$ cat config.mk
export PLATFORM = sky130hd
export DESIGN_NAME = sseg_scan_mux
export DESIGN_NICKNAME = d
export VERILOG_FILES = /design/src/rtl/sseg_scan_mux_pkg.sv /design/src/rtl/tick_prescaler.sv /design/src/rtl/sseg_scan_mux.sv
export SDC_FILE = /design/constraint.sdc
export NUM_CORES = 1
export LEC_CHECK = 0
export CORE_MARGIN = 3
export CORE_UTILIZATION = 54
export DETAILED_ROUTE_END_ITERATION = 16
export GPL_TIMING_DRIVEN = 0
export PLACE_DENSITY = 0.82
export SYNTH_ARGS = -nofsm -noshare
export SYNTH_HDL_FRONTEND = slang
export SYNTH_SLANG_ARGS = --single-unit
$ cat constraint.sdc
create_clock -name clk -period 3 [get_ports clk]
set_input_delay 0.45 -clock clk [delete_from_list [all_inputs] [get_ports clk]]
set_output_delay 0.45 -clock clk [all_outputs]
set_load 0.02 [all_outputs]
$ cat src/rtl/sseg_scan_mux_pkg.sv
// Shared constants and types for the 4-digit display scan path.
// Segment patterns are active-low: [7:1]=gfedcba, [0]=dp.
package sseg_scan_mux_pkg;

    localparam int NUM_DIGITS = 4;

    localparam logic [7:0] SEG_BLANK = 8'hFF;
    localparam logic [7:0] SEG_MINUS = 8'b0111_1111;
    localparam logic [3:0] AN_OFF    = 4'b1111;

    typedef enum logic {
        PH_BLANK,
        PH_DRIVE
    } phase_t;

    // One-hot-low anode enable for the selected digit.
    function automatic logic [3:0] an_select(input logic [1:0] idx);
        return ~(4'b0001 << idx);
    endfunction

endpackage

$ cat src/rtl/tick_prescaler.sv
// Modulo-MOD counter with a single-cycle wrap pulse.
// Counts on inc; clr forces zero; wrap marks the MOD-1 -> 0 step.
module tick_prescaler #(
    parameter int MOD = 8,
    localparam int W = (MOD > 1) ? $clog2(MOD) : 1
) (
    input  logic         clk,
    input  logic         rst,
    input  logic         clr,
    input  logic         inc,
    output logic [W-1:0] cnt,
    output logic         wrap
);

    localparam logic [W-1:0] LAST = W'(MOD - 1);

    assign wrap = inc && (cnt == LAST);

    // Count register: reset/clear to zero, roll over at LAST.
    always_ff @(posedge clk) begin
        if (rst || clr) begin
            cnt <= '0;
        end else if (inc) begin
            cnt <= wrap ? '0 : cnt + 1'b1;
        end
    end

endmodule

$ cat src/rtl/sseg_scan_mux.sv
// Time-multiplexes four segment patterns onto a common-anode display
// with per-slot blanking, frame-boundary snapshots and per-digit blink.
module sseg_scan_mux
    import sseg_scan_mux_pkg::*;
#(
    parameter int DIGIT_TICKS  = 100000,
    parameter int BLANK_TICKS  = 1000,
    parameter int BLINK_FRAMES = 125
) (
    input  logic       clk,
    input  logic       rst,
    input  logic       en,
    input  logic [7:0] sSegAN0,
    input  logic [7:0] sSegAN1,
    input  logic [7:0] sSegAN2,
    input  logic [7:0] sSegAN3,
    input  logic [3:0] blink_en,
    output logic [3:0] an,
    output logic [6:0] seg,
    output logic       dp,
    output logic       frame_start
);

    localparam int TW = (DIGIT_TICKS > 1) ? $clog2(DIGIT_TICKS) : 1;
    localparam int BW = (BLINK_FRAMES > 1) ? $clog2(BLINK_FRAMES) : 1;

    localparam logic [TW-1:0] BLANK_LAST = TW'(BLANK_TICKS - 1);

    logic [TW-1:0] tick_cnt;
    logic          tick_wrap;
    logic [1:0]    digit_idx;
    logic [BW-1:0] blink_cnt;
    logic          blink_wrap;
    logic          blink_phase;
    logic          snap;

    logic [7:0]    shadow [NUM_DIGITS];
    logic [3:0]    shadow_blink;

    phase_t        state;
    phase_t        state_nx;

    logic [3:0]    an_d;
    logic [6:0]    seg_d;
    logic          dp_d;

    // Snapshot only at the very first cycle of a frame while scanning.
    assign snap = en && (digit_idx == 2'd0) && (tick_cnt == '0);

    tick_prescaler #(
        .MOD (DIGIT_TICKS)
    ) u_tick (
        .clk  (clk),
        .rst  (rst),
        .clr  (~en),
        .inc  (en),
        .cnt  (tick_cnt),
        .wrap (tick_wrap)
    );

    tick_prescaler #(
        .MOD (BLINK_FRAMES)
    ) u_blink (
        .clk  (clk),
        .rst  (rst),
        .clr  (1'b0),
        .inc  (snap),
        .cnt  (blink_cnt),
        .wrap (blink_wrap)
    );

    // Digit slot index; held at 0 while scanning is disabled.
    always_ff @(posedge clk) begin
        if (rst || !en) begin
            digit_idx <= 2'd0;
        end else if (tick_wrap) begin
            digit_idx <= digit_idx + 2'd1;
        end
    end

    // Blink phase toggles every BLINK_FRAMES snapshots.
    always_ff @(posedge clk) begin
        if (rst) begin
            blink_phase <= 1'b0;
        end else if (blink_wrap) begin
            blink_phase <= ~blink_phase;
        end
    end

    // Shadow copies of the inputs, refreshed only at frame boundaries.
    always_ff @(posedge clk) begin
        if (rst) begin
            for (int i = 0; i < NUM_DIGITS; i++) begin
                shadow[i] <= SEG_BLANK;
            end
            shadow_blink <= 4'b0000;
        end else if (snap) begin
            shadow[0]    <= sSegAN0;
            shadow[1]    <= sSegAN1;
            shadow[2]    <= sSegAN2;
            shadow[3]    <= sSegAN3;
            shadow_blink <= blink_en;
        end
    end

    // Slot phase register; tracks whether tick_cnt is past the blank window.
    always_ff @(posedge clk) begin
        if (rst) begin
            state <= PH_BLANK;
        end else begin
            state <= state_nx;
        end
    end

    // Phase follows tick_cnt: every slot restarts in BLANK.
    always_comb begin
        state_nx = state;
        if (!en || tick_wrap) begin
            state_nx = PH_BLANK;
        end else if (tick_cnt == BLANK_LAST) begin
            state_nx = PH_DRIVE;
        end
    end

    // Output decode for the current slot, blank unless driving a visible digit.
    always_comb begin
        an_d  = AN_OFF;
        seg_d = SEG_BLANK[7:1];
        dp_d  = SEG_BLANK[0];
        unique case (state)
            PH_BLANK: begin
                an_d = AN_OFF;
            end
            PH_DRIVE: begin
                if (en && !(blink_phase && shadow_blink[digit_idx])) begin
                    an_d  = an_select(digit_idx);
                    seg_d = shadow[digit_idx][7:1];
                    dp_d  = shadow[digit_idx][0];
                end
            end
            default: begin
                an_d = AN_OFF;
            end
        endcase
    end

    // Registered pins: one cycle behind the internal state.
    always_ff @(posedge clk) begin
        if (rst) begin
            an          <= AN_OFF;
            seg         <= SEG_BLANK[7:1];
            dp          <= SEG_BLANK[0];
            frame_start <= 1'b0;
        end else begin
            an          <= an_d;
            seg         <= seg_d;
            dp          <= dp_d;
            frame_start <= snap;
        end
    end

endmodule

==> impl_results.md <==
* Clock Path Buffers at 2
* Reg-to-reg slack, setup at between 200 and 300 ps
* Worst Hold Launch: rst
* Core Rows at 28
* Starting Density at a little under three fifths
* Fraction of layout instances using a drive strength above 1 at around 11%
* Share of the synthesized area in the top cell type at 27.9%
* Final WL at about 6.8 mm
* Largest cells by area after synthesis: edfxtp_1 28%, dfxtp_1 26%, nand2b_1 8.0%
* Status: finished, final reports clean
* Fin area at roughly 0.0042 sq mm
* WHS at ~360 ps
* Placed cell areas at ~0.004 sq mm
* Share of flip-flops with an asynchronous set or reset at 0%
* PD cells at ~460 mW/mm^2
* I/O Buffers at 50
* Post-Syn Area at between 0.003 and 0.004 sq mm
* Drt drc at 0
* Crit Path Category: flip-flop to flip-flop
* DRT Pass-1 Iters at 5
* Horiz. Die Dim at between 80 and 90 um
* Cell taking the most area after synthesis: edfxtp_1
* Synth Flop Type: dfxtp_1
* Post-synth EDFFs at 32
* Clock Skew at 17.9 ps
* Overall overflow remaining after global route at 0
* VDD IR-drop max at between 0.2 and 0.3 mV
* Area grow syn2layout at 22.0%
* CP Max Fanout at 32
* Die area at between 0.007 and 0.008 sq mm
* Post-Syn Instances at between 300 and 400
* Detailed-route via count at approximately 2500
* Global-route wire length before repair at approximately 11 mm
* Num CTS Buffers at 9
* Setup crit end kind: flip-flop
* Io pins at 52
* Sequential fraction of the synthesis area at between 50% and 60%
* Largest net degree at the start of global routing at 33
* Post-route antenna net violation count at 0
* Count of cell types in the netlist at 44
* Slew HR at 47.9%
* Final worst slack at between 200 and 300 ps
* Minimum clock period after layout at 2710 ps
* Post-CTS Hold Buffers at 0
* DP HPWL at 4.86 mm
* Final setup violating endpoints at 0
* Worst hold path depth at 2
* Tot GR Track Use at between 15 and 20%
* CTS root buf: clkbuf_8
* Arr. time, crit path at 2680 ps
* H-tree depth at 3
* Number of max-cap violations at 0
* Hold endpoint: u_blink.cnt[4]$_SDFFE_PP0P_
* RSZ-0062 raised after global routing: false
* Via density at around 5.6
* Die Ht at around 86 um
* Count of pins over their slew limit at 0
* Gpl congestion at approximately 0.87
* Top-count cell post-synth: dfxtp_1
* Clock latency on the worst-skew pair at around 350 ps
* Final Hold Fails at 0
* CP Data Required Time at 2970 ps
* Core ar. at about 0.006 sq mm
* FF-to-FF Start: digit_idx[1]$_SDFFE_PP0N_
* Initial antenna violation count at 0
* Placed insts at 435
* Ant. Diodes at 0
* # nets final at about 420
* Vias in the first global route at 2416
* Setup TNS at 0 ps
* Post-Place Setup Slack at -523 ps
* Post-synth top cells: 45 x dfxtp_1, 44 x nand2b_1, 32 x edfxtp_1, 20 x nand3_1, 16 x a21oi_1
* Reg2reg end: shadow[0][0]$_SDFFCE_PN1P_
* Mean Syn Cell Area at 11.1 sq um
* Yosys reg bits at 77
* Type of the worst min-delay path: input pin to flip-flop
* Startpoint types: flip-flop
* Wire per inst at between 15 and 20 um
* Mapped Nets at 357
* Cell Count, Final, Fillers Out at approximately 450
* Synth Warn # at 0
* P_leak at roughly 1.3 nW
* Fmax at between 300 and 400 MHz
* Clock sinks at 77
* Worst Tran Pin Value at ~780 ps
* Setup Fix Bufs, Post-CTS at 0
* CTS tree: yes
* Final Cycle Share at 90.5%
* Clock transition at path regs at about 80 ps
* Register-to-Register Path Depth at 8
* Initial DRC Count at 175
[final cells by class]
class	count	area (sq um)
sequential	77	1860
fill	448	1860
multi-input combinational	205	1440
timing repair buffer	50	500
clock buffer	11	131
buffer	16	108
tap	75	93.8
inverter	12	45.0
clock inverter	5	28.8
[worst max-delay path, stage by stage (launching register included)]
cell	delay [ps]
dfxtp_1	360
clkbuf_1	290
inv_1	160
ha_1	210
nand2_1	80
nor2b_1	100
clkbuf_1	360
nand2_1	160
nand2b_2	590
[layout by cell type, fill, tap and decap left out, types with 5 or more instances in the layout]
master,count
clkdlybuf4s50_1,50
dfxtp_1,45
nand2b_1,43
edfxtp_1,32
nand3_1,20
a21oi_1,16
nand2_1,15
nor2_1,15
inv_1,12
o21ai_0,12
clkbuf_8,10
nand4_1,9
mux4_2,9
ha_1,8
clkbuf_1,7
nor3_1,5
xor2_1,5
[flip-flops by register name, indices dropped and copies added, names as in the netlist]
register / count
digit_idx: 2
blink_phase: 1
shadow: 32
dp: 1
an: 4
state: 1
u_tick.cnt: 17
shadow_blink: 4
u_blink.cnt: 7
frame_start: 1
seg: 7
[where the power goes]
| part | internal, mW | total (mW) | leakage, nW | switching [mW] |
|---|---|---|---|---|
| combinational | 0.0778 | 0.138 | 0.644 | 0.0603 |
| sequential | 1.12 | 1.13 | 0.622 | 0.0100 |
| clock | 0.295 | 0.655 | 0.0784 | 0.360 |
| total | 1.49 | 1.92 | 1.34 | 0.431 |
[per-layer routing]
| layer | track usage [%] | up-vias | routed length (um) |
|---|---|---|---|
| li1 | - | 1250 | - |
| met1 | 25.6 | 1186 | 2980 |
| met2 | 30.4 | 79 | 3270 |
| met3 | 5.09 | 15 | 388 |
| met4 | 9.06 | 0 | 153 |
| met5 | 0 | - | 0 |
[per-stage QoR]
stage / total power [mW] / util, %
5_1_grt: 2.01 / 69.4
3_3_place_gp: 1.29 / 66.7
4_1_cts: 1.95 / 69.3
2_1_floorplan: 1.22 / -
3_5_place_dp: 1.29 / 66.7
6_report: 1.92 / 69.4
[worst max-delay path by stage]
stage	start	to	slack (ps)	cells after the start
after detailed placement	en	shadow[3][6]$_SDFFCE_PN1P_	-520	6
after floorplan	digit_idx[0]$_SDFFE_PP0N_	shadow[0][0]$_SDFFCE_PN1P_	340	8
final	digit_idx[1]$_SDFFE_PP0N_	shadow[0][0]$_SDFFCE_PN1P_	290	8
after CTS	digit_idx[0]$_SDFFE_PP0N_	shadow[0][1]$_SDFFCE_PN1P_	40	8
after global placement	en	shadow[3][6]$_SDFFCE_PN1P_	-430	6
after global routing	digit_idx[0]$_SDFFE_PP0N_	shadow[2][1]$_SDFFCE_PN1P_	50	8
[timing repair]
item / 4_1_cts / 5_1_grt
resized for setup: 1 / 1
hold endpoints to repair: 0 / 0
pin swaps: 0 / 0
setup endpoints to repair: 32 / 48
[logic make-up (layout without fill, tap and decap cells)]
group	Yosys count	after routing	share of synthesized area [%]
simple gates	136	136	22.8
fa+ha+maj	8	8	2.90
mux	9	9	5.88
xor+xnor	9	9	2.29
buf+inv	28	94	4.39
compound gates	43	43	7.73
flops	77	77	54.0
(Power assumes the default switching activity.)
